### src/rtl/pipe_hazard_ctrl_if.sv
// pipe_hazard_ctrl_if
// Bundles the ID-stage instruction attributes, pipeline control inputs and
// hazard-control outputs of pipe_hazard_ctrl into one port.
//   master : the pipeline side; drives the ID fields and the control inputs,
//            and receives the stall/bubble/flush/forward/counter outputs.
//   slave  : the hazard controller itself.
// Parameters must match those of the pipe_hazard_ctrl instance it connects to.
interface pipe_hazard_ctrl_if #(
    parameter int RA_W  = 5,
    parameter int DEPTH = 3,
    parameter int CNT_W = 32
);
    localparam int SEL_W = $clog2(DEPTH + 1);

    // ID-stage instruction attributes
    logic             id_valid;
    logic             id_wb_en;
    logic             id_is_load;
    logic             id_rs1_used;
    logic             id_rs2_used;
    logic [RA_W-1:0]  id_rs1;
    logic [RA_W-1:0]  id_rs2;
    logic [RA_W-1:0]  id_rd;

    // pipeline control inputs
    logic             ex_branch_taken;
    logic             ext_stall;
    logic             cnt_clr;

    // hazard-control outputs
    logic             stall_if_id;
    logic             bubble_ex;
    logic             flush;
    logic [SEL_W-1:0] fwd_rs1_sel;
    logic [SEL_W-1:0] fwd_rs2_sel;
    logic [CNT_W-1:0] stall_cnt;
    logic [CNT_W-1:0] flush_cnt;

    modport master (
        output id_valid, id_wb_en, id_is_load, id_rs1_used, id_rs2_used,
        output id_rs1, id_rs2, id_rd,
        output ex_branch_taken, ext_stall, cnt_clr,
        input  stall_if_id, bubble_ex, flush, fwd_rs1_sel, fwd_rs2_sel,
        input  stall_cnt, flush_cnt
    );

    modport slave (
        input  id_valid, id_wb_en, id_is_load, id_rs1_used, id_rs2_used,
        input  id_rs1, id_rs2, id_rd,
        input  ex_branch_taken, ext_stall, cnt_clr,
        output stall_if_id, bubble_ex, flush, fwd_rs1_sel, fwd_rs2_sel,
        output stall_cnt, flush_cnt
    );
endinterface

### src/rtl/pipe_hazard_ctrl.sv
// pipe_hazard_ctrl
// Pipeline hazard controller. Keeps a shadow copy {valid, rd, wb_en, is_load}
// of every instruction in the DEPTH stages after ID (1 = EX, 2 = MEM, ...),
// and from it derives, in the same cycle as the ID inputs:
//   - forwarding selects for both ID sources (youngest producer wins),
//   - load-use stall + bubble when a load's data is not yet forwardable,
//   - flush on a taken branch in EX,
// together with saturating load-use-stall and flush event counters.
// Ports:
//   clk : clock, all state on the rising edge
//   rst : asynchronous, active-low reset; forces every output to 0
//   bus : pipe_hazard_ctrl_if.slave (ID fields, controls, hazard outputs)
// Priority of pipeline actions: ext_stall > flush > load-use.
module pipe_hazard_ctrl #(
    parameter int RA_W     = 5,
    parameter int DEPTH    = 3,
    parameter int LOAD_RDY = 2,
    parameter int CNT_W    = 32
) (
    input  logic             clk,
    input  logic             rst,
    pipe_hazard_ctrl_if.slave bus
);
    localparam int               SEL_W   = $clog2(DEPTH + 1);
    localparam logic [CNT_W-1:0] CNT_MAX = '1;

    // shadow entries, index k mirrors pipeline stage k
    logic [DEPTH:1]  ent_valid_reg;
    logic [DEPTH:1]  ent_wb_en_reg;
    logic [DEPTH:1]  ent_is_load_reg;
    logic [RA_W-1:0] ent_rd_reg [1:DEPTH];

    logic [CNT_W-1:0] stall_cnt_reg;
    logic [CNT_W-1:0] flush_cnt_reg;

    logic [DEPTH:1]   rs1_hit;
    logic [DEPTH:1]   rs2_hit;
    logic [SEL_W-1:0] rs1_sel;
    logic [SEL_W-1:0] rs2_sel;
    logic             rs1_ld_early;
    logic             rs2_ld_early;
    logic             load_use;
    logic             do_flush;
    logic             do_bubble;
    logic             kill_id;

    // per-stage producer match for each source
    generate
        for (genvar gi = 1; gi <= DEPTH; gi++) begin : g_match
            assign rs1_hit[gi] = bus.id_rs1_used && ent_valid_reg[gi] && ent_wb_en_reg[gi]
                               && (ent_rd_reg[gi] != '0) && (ent_rd_reg[gi] == bus.id_rs1);
            assign rs2_hit[gi] = bus.id_rs2_used && ent_valid_reg[gi] && ent_wb_en_reg[gi]
                               && (ent_rd_reg[gi] != '0) && (ent_rd_reg[gi] == bus.id_rs2);
        end
    endgenerate

    // Scan oldest to youngest so the youngest hit is the last one written.
    // A hit is "early" when it is a load whose data is not yet available.
    always_comb begin
        rs1_sel      = '0;
        rs2_sel      = '0;
        rs1_ld_early = 1'b0;
        rs2_ld_early = 1'b0;
        for (int k = DEPTH; k >= 1; k--) begin
            if (rs1_hit[k]) begin
                rs1_sel      = SEL_W'(k);
                rs1_ld_early = ent_is_load_reg[k] && (k < LOAD_RDY);
            end
            if (rs2_hit[k]) begin
                rs2_sel      = SEL_W'(k);
                rs2_ld_early = ent_is_load_reg[k] && (k < LOAD_RDY);
            end
        end
    end

    assign load_use  = bus.id_valid && (rs1_ld_early || rs2_ld_early);
    assign do_flush  = !bus.ext_stall && bus.ex_branch_taken;
    assign do_bubble = !bus.ext_stall && !bus.ex_branch_taken && load_use;
    assign kill_id   = do_flush || do_bubble;

    // Outputs are gated with rst so they drop the moment reset is asserted,
    // independent of whatever the ID/control inputs are doing.
    assign bus.stall_if_id = rst && (bus.ext_stall || do_bubble);
    assign bus.bubble_ex   = rst && do_bubble;
    assign bus.flush       = rst && do_flush;
    assign bus.fwd_rs1_sel = (rst && !do_bubble) ? rs1_sel : '0;
    assign bus.fwd_rs2_sel = (rst && !do_bubble) ? rs2_sel : '0;
    assign bus.stall_cnt   = stall_cnt_reg;
    assign bus.flush_cnt   = flush_cnt_reg;

    // Shadow pipeline: frozen under ext_stall, otherwise advances one stage
    // per edge. Entry 1 gets the ID instruction unless it is being killed by
    // a flush or replaced by a load-use bubble.
    always_ff @(posedge clk or negedge rst) begin
        if (!rst) begin
            ent_valid_reg   <= '0;
            ent_wb_en_reg   <= '0;
            ent_is_load_reg <= '0;
            for (int k = 1; k <= DEPTH; k++) begin
                ent_rd_reg[k] <= '0;
            end
        end else if (!bus.ext_stall) begin
            for (int k = DEPTH; k >= 2; k--) begin
                ent_valid_reg[k]   <= ent_valid_reg[k-1];
                ent_wb_en_reg[k]   <= ent_wb_en_reg[k-1];
                ent_is_load_reg[k] <= ent_is_load_reg[k-1];
                ent_rd_reg[k]      <= ent_rd_reg[k-1];
            end
            ent_valid_reg[1]   <= bus.id_valid && !kill_id;
            ent_wb_en_reg[1]   <= bus.id_wb_en;
            ent_is_load_reg[1] <= bus.id_is_load;
            ent_rd_reg[1]      <= bus.id_rd;
        end
    end

    // Saturating event counters; a clear wins over a same-cycle increment.
    // do_bubble/do_flush are already zero under ext_stall, which holds them.
    always_ff @(posedge clk or negedge rst) begin
        if (!rst) begin
            stall_cnt_reg <= '0;
            flush_cnt_reg <= '0;
        end else if (bus.cnt_clr) begin
            stall_cnt_reg <= '0;
            flush_cnt_reg <= '0;
        end else begin
            if (do_bubble && (stall_cnt_reg != CNT_MAX)) begin
                stall_cnt_reg <= stall_cnt_reg + 1'b1;
            end
            if (do_flush && (flush_cnt_reg != CNT_MAX)) begin
                flush_cnt_reg <= flush_cnt_reg + 1'b1;
            end
        end
    end
endmodule

### src/flat_wrapper.sv
// flat-port wrapper written by rule: the top's interface ports become plain ports
module pipe_hazard_ctrl_flat 
#(
    parameter int RA_W     = 5,
    parameter int DEPTH    = 3,
    parameter int LOAD_RDY = 2,
    parameter int CNT_W    = 32
)
  (clk, rst, bus_id_valid, bus_id_wb_en, bus_id_is_load, bus_id_rs1_used, bus_id_rs2_used, bus_id_rs1, bus_id_rs2, bus_id_rd, bus_ex_branch_taken, bus_ext_stall, bus_cnt_clr, bus_stall_if_id, bus_bubble_ex, bus_flush, bus_fwd_rs1_sel, bus_fwd_rs2_sel, bus_stall_cnt, bus_flush_cnt);
  pipe_hazard_ctrl_if #(.RA_W(RA_W), .DEPTH(DEPTH), .CNT_W(CNT_W)) bus_i ();
  input  logic clk;
  input  logic rst;
  input wire logic [$bits(bus_i.id_valid)-1:0] bus_id_valid;
  input wire logic [$bits(bus_i.id_wb_en)-1:0] bus_id_wb_en;
  input wire logic [$bits(bus_i.id_is_load)-1:0] bus_id_is_load;
  input wire logic [$bits(bus_i.id_rs1_used)-1:0] bus_id_rs1_used;
  input wire logic [$bits(bus_i.id_rs2_used)-1:0] bus_id_rs2_used;
  input wire logic [$bits(bus_i.id_rs1)-1:0] bus_id_rs1;
  input wire logic [$bits(bus_i.id_rs2)-1:0] bus_id_rs2;
  input wire logic [$bits(bus_i.id_rd)-1:0] bus_id_rd;
  input wire logic [$bits(bus_i.ex_branch_taken)-1:0] bus_ex_branch_taken;
  input wire logic [$bits(bus_i.ext_stall)-1:0] bus_ext_stall;
  input wire logic [$bits(bus_i.cnt_clr)-1:0] bus_cnt_clr;
  output wire logic [$bits(bus_i.stall_if_id)-1:0] bus_stall_if_id;
  output wire logic [$bits(bus_i.bubble_ex)-1:0] bus_bubble_ex;
  output wire logic [$bits(bus_i.flush)-1:0] bus_flush;
  output wire logic [$bits(bus_i.fwd_rs1_sel)-1:0] bus_fwd_rs1_sel;
  output wire logic [$bits(bus_i.fwd_rs2_sel)-1:0] bus_fwd_rs2_sel;
  output wire logic [$bits(bus_i.stall_cnt)-1:0] bus_stall_cnt;
  output wire logic [$bits(bus_i.flush_cnt)-1:0] bus_flush_cnt;
  assign bus_i.id_valid = bus_id_valid;
  assign bus_i.id_wb_en = bus_id_wb_en;
  assign bus_i.id_is_load = bus_id_is_load;
  assign bus_i.id_rs1_used = bus_id_rs1_used;
  assign bus_i.id_rs2_used = bus_id_rs2_used;
  assign bus_i.id_rs1 = bus_id_rs1;
  assign bus_i.id_rs2 = bus_id_rs2;
  assign bus_i.id_rd = bus_id_rd;
  assign bus_i.ex_branch_taken = bus_ex_branch_taken;
  assign bus_i.ext_stall = bus_ext_stall;
  assign bus_i.cnt_clr = bus_cnt_clr;
  assign bus_stall_if_id = bus_i.stall_if_id;
  assign bus_bubble_ex = bus_i.bubble_ex;
  assign bus_flush = bus_i.flush;
  assign bus_fwd_rs1_sel = bus_i.fwd_rs1_sel;
  assign bus_fwd_rs2_sel = bus_i.fwd_rs2_sel;
  assign bus_stall_cnt = bus_i.stall_cnt;
  assign bus_flush_cnt = bus_i.flush_cnt;
  pipe_hazard_ctrl #(.RA_W(RA_W), .DEPTH(DEPTH), .LOAD_RDY(LOAD_RDY), .CNT_W(CNT_W)) u_core (.clk(clk), .rst(rst), .bus(bus_i));
endmodule
### config.mk
export PLATFORM = sky130hd
export DESIGN_NAME = pipe_hazard_ctrl_flat
export DESIGN_NICKNAME = d
export VERILOG_FILES = /design/src/rtl/pipe_hazard_ctrl_if.sv /design/src/rtl/pipe_hazard_ctrl.sv /design/src/flat_wrapper.sv
export SDC_FILE = /design/constraint.sdc
export NUM_CORES = 1
export LEC_CHECK = 0
export BUFFER_PORTS_ARGS = -buffer_cell sky130_fd_sc_hd__buf_4
export CAP_MARGIN = 20
export CORE_ASPECT_RATIO = 1.75
export CORE_MARGIN = 1.5
export CORE_UTILIZATION = 39
export DETAILED_ROUTE_END_ITERATION = 16
export GPL_ROUTABILITY_DRIVEN = 1
export SLEW_MARGIN = 20
export SYNTH_ARGS = -nofsm -noshare
export SYNTH_HDL_FRONTEND = slang
export SYNTH_SLANG_ARGS = --single-unit
### constraint.sdc
create_clock -name clk -period 5.1 [get_ports clk]
set_clock_uncertainty 0.2 [all_clocks]
set_input_delay 1.02 -clock clk [delete_from_list [all_inputs] [get_ports clk]]
set_output_delay 1.02 -clock clk [all_outputs]
set_load 0.02 [all_outputs]
==> flow_summary.toml <==
[run_status]
status = "finished clean"

[timing]
drv_slew = 0
hold_viol = 0
setup_viol_count_final = 0
min_period_over_period_pct = 74.0
max_slew_margin_pct = 37.8
postLayoutSetupSlackWorst_ns = 1.33
rsz0062_at_grt = "no"
whs_ns = 0.312
period_minus_slack_ns = 3.77
worst-slew-pin-transition_ns = 0.933
tns_ns = 0
max_freq_mhz = 265

[yosys]
synth_most_common_cell = "dfrtp_1"
synthTopCellsByArea = "dfrtp_1 (46%), xor2_1 (8.9%), mux2_2 (5.7%), a21oi_1 (4.1%), or3_1 (3.8%)"
yosys-top-cells-count = "dfrtp_1 (86), xor2_1 (48), nor2_1 (44)"
synthMuxAreaShare_pct = 5.94
yosysSeqAreaShare_pct = 45.6
yosysTopAreaCellShare_pct = 45.6
ys.flop_type = "dfrtp_1"
synth_compound_area_share_pct = 10.7
synth_edf_count = 0
yosysTopAreaCell = "dfrtp_1"
synth_top_family_by_area = "simple AND/OR/NAND/NOR gates"
syn_nets = 519
synth-xor-area-share_pct = 10.2
yosys.area_share.adder_pct = 0.530
synth_area_um2 = 4720
yosysUniqueCellTypes = 46
ys_warn_count = 0
postSynthAreaPerCell_um2 = 9.59
async_reset_ff_share_pct = 100
synth_simple_gate_area_share_pct = 25.1
synth_cells = 492
synth_seq_cells = 86

[global_routing]
grt_max_degree = 73
antenna_found_initial = 0
grtUsageTotal_pct = 19.7
grt_pass1_wl_mm = 20.1
first_global_vias = 4034
grt-ovfl-total = 0

[route]
wl_met3_um = 560
routed.top_layer = "met4"
drt-pass1-iter-count = 4
via_per_inst = 5.81
wl_met2_mm = 6.35
dr_total_vias = 4220
post_drt_wl_per_cell_um = 16.9
drt_wl_total_mm = 12.3
first_iter_violations = 237
route.antenna.remaining_nets = 0
drc = 0
wl_met1_mm = 5.09

[worst_setup_path]
worstPathArrival_ns = 2.55
crit_top_cell = "buf_4"
critical_path_peak_fanout = 25
slowest_stage = "nor3b_1"
path_buf_inv = 3
startpoint_type = "primary input"
crit_path_max_incr_delay_ns = 0.31
required_ns = 3.88
cp-end-kind = "primary output"
critPathTopFamily = "simple AND/OR/NAND/NOR gates"
crit_type = "in -> out"
cp_cell_sequence = "buf_4 > nor3b_1 > nand2_1 > nor2_2 > o21ai_2 > buf_4 > a21oi_1 > buf_4"

[clock_network]
cts_tree = "yes"
clk_pin_slew_ns = 0.06
cts_setup_buffers = 0
root_buffer = "clkbuf_16"
hold_buffers = 0
h-tree-depth = 3
ctsResizeCount = 0
clock_latency_ns = 0.34
numCtsBuffers = 9
clock-sinks = 86
clock_path_buffers = 2

[worst_hold_path]
hold_path.class = "reg -> reg"

[power_and_ir_drop]
power.density_nw_per_um2 = 263
total_power_w = 0.00154
leakage_nw = 2.50
max-vdd-ir-drop_v = 0.000152

[job]
maxCapViolCount = 0

[floorplan]
rows = 53
die_w_um = 86.2
io_pins = 96
start_util_pct = 39.5
die_area_um2 = 12800
die_y_um = 149
core_um2 = 11900

[placed_design]
dp_hpwl_mm = 8.92
dpl_cell_area_um2 = 5550
gp_congestion = 0.842
port_buffers = 95
dp_slack_ns = 1.33

[layout]
fin_nets = 611
final_area_um2 = 5850
area_delta_synth_final_pct = 24.0
diodes = 0
fillers = 1158
drive_gt1_share_pct = 25.1
[where the power goes]
group	internal, W	switching (W)	total, W
combinational	0.0000636	0.0000670	0.000131
clock	0.000404	0.000257	0.000661
sequential	0.000708	0.0000418	0.000750
[cells in the final DEF (no fill, tap or decap), drive strengths merged, types with 2 or more instances in the layout]
cell type | netlist | layout
a31oi | 2 | 2
xnor2 | 7 | 7
nand4 | 24 | 24
and4 | 4 | 4
a21oi | 39 | 39
or4 | 9 | 9
o31ai | 7 | 7
clkinv | 0 | 3
nand2b | 5 | 5
ha | 2 | 2
and2 | 2 | 2
o21ai | 31 | 31
inv | 5 | 5
dfrtp | 86 | 86
and3 | 11 | 11
nor3 | 5 | 5
or3 | 29 | 29
mux2 | 24 | 24
or3b | 2 | 2
nor4 | 10 | 10
buf | 2 | 98
nand3 | 28 | 28
nand3b | 2 | 2
nor3b | 3 | 3
nor2 | 45 | 45
clkbuf | 15 | 12
xor2 | 48 | 48
nand2 | 25 | 25
nor2b | 7 | 7
o211ai | 4 | 4
[final timing paths]
kind,from,to,slack (ns),cells after the start
setup / recovery,bus_ext_stall,bus_stall_if_id,1.33,8
hold / removal,u_core.ent_wb_en_reg[3],u_core.ent_wb_en_reg[3],0.31,1
setup reg to reg,u_core.bus.stall_cnt[8],u_core.bus.stall_cnt[31],2.52,5
hold reg to reg,u_core.ent_wb_en_reg[3],u_core.ent_wb_en_reg[3],0.31,1
max in group asynchronous,rst,u_core.bus.flush_cnt[22],3.16,2
min in group asynchronous,rst,u_core.bus.stall_cnt[8],0.34,1
[per-layer routing]
metal | track usage (%) | vias up
met5 | 0 | -
met3 | 3.50 | 24
met1 | 23.7 | 2098
met2 | 34.4 | 107
met4 | 7.58 | 0
li1 | - | 1991
[worst reg2reg max path, cell delays in order, from the launching register on]
cell,delay [ns]
dfrtp_1,0.46
nand4_1,0.23
nor3_1,0.73
o2111ai_1,0.34
or3_1,0.40
a21oi_1,0.15
[per-stage QoR]
stage | instances | utilization [%]
2_1_floorplan | 492 | -
3_3_place_gp | 710 | 46.5
3_5_place_dp | 710 | 46.5
4_1_cts | 726 | 49.0
5_1_grt | 726 | 49.0
6_report | 726 | 49.0
[area by class of cell]
type	count	area, um2	area share (%)
Clock buffer	12	256	4.38
Clock inverter	4	45.0	0.769
Sequential cell	86	2150	36.8
Inverter	5	18.8	0.321
Tap cell	137	171	2.93
Multi-Input combinational cell	384	2470	42.3
Timing Repair Buffer	98	736	12.6
[kinds of logic after synthesis]
family | Yosys count
AO/OA/AOI/OAI | 88
multiplexers | 25
flip-flops | 86
AND/OR/NAND/NOR | 214
buffers and inverters | 22
XOR/XNOR | 55
adder cells (fa/ha/maj) | 2
Note: power is estimated with default switching activity, not from simulation.
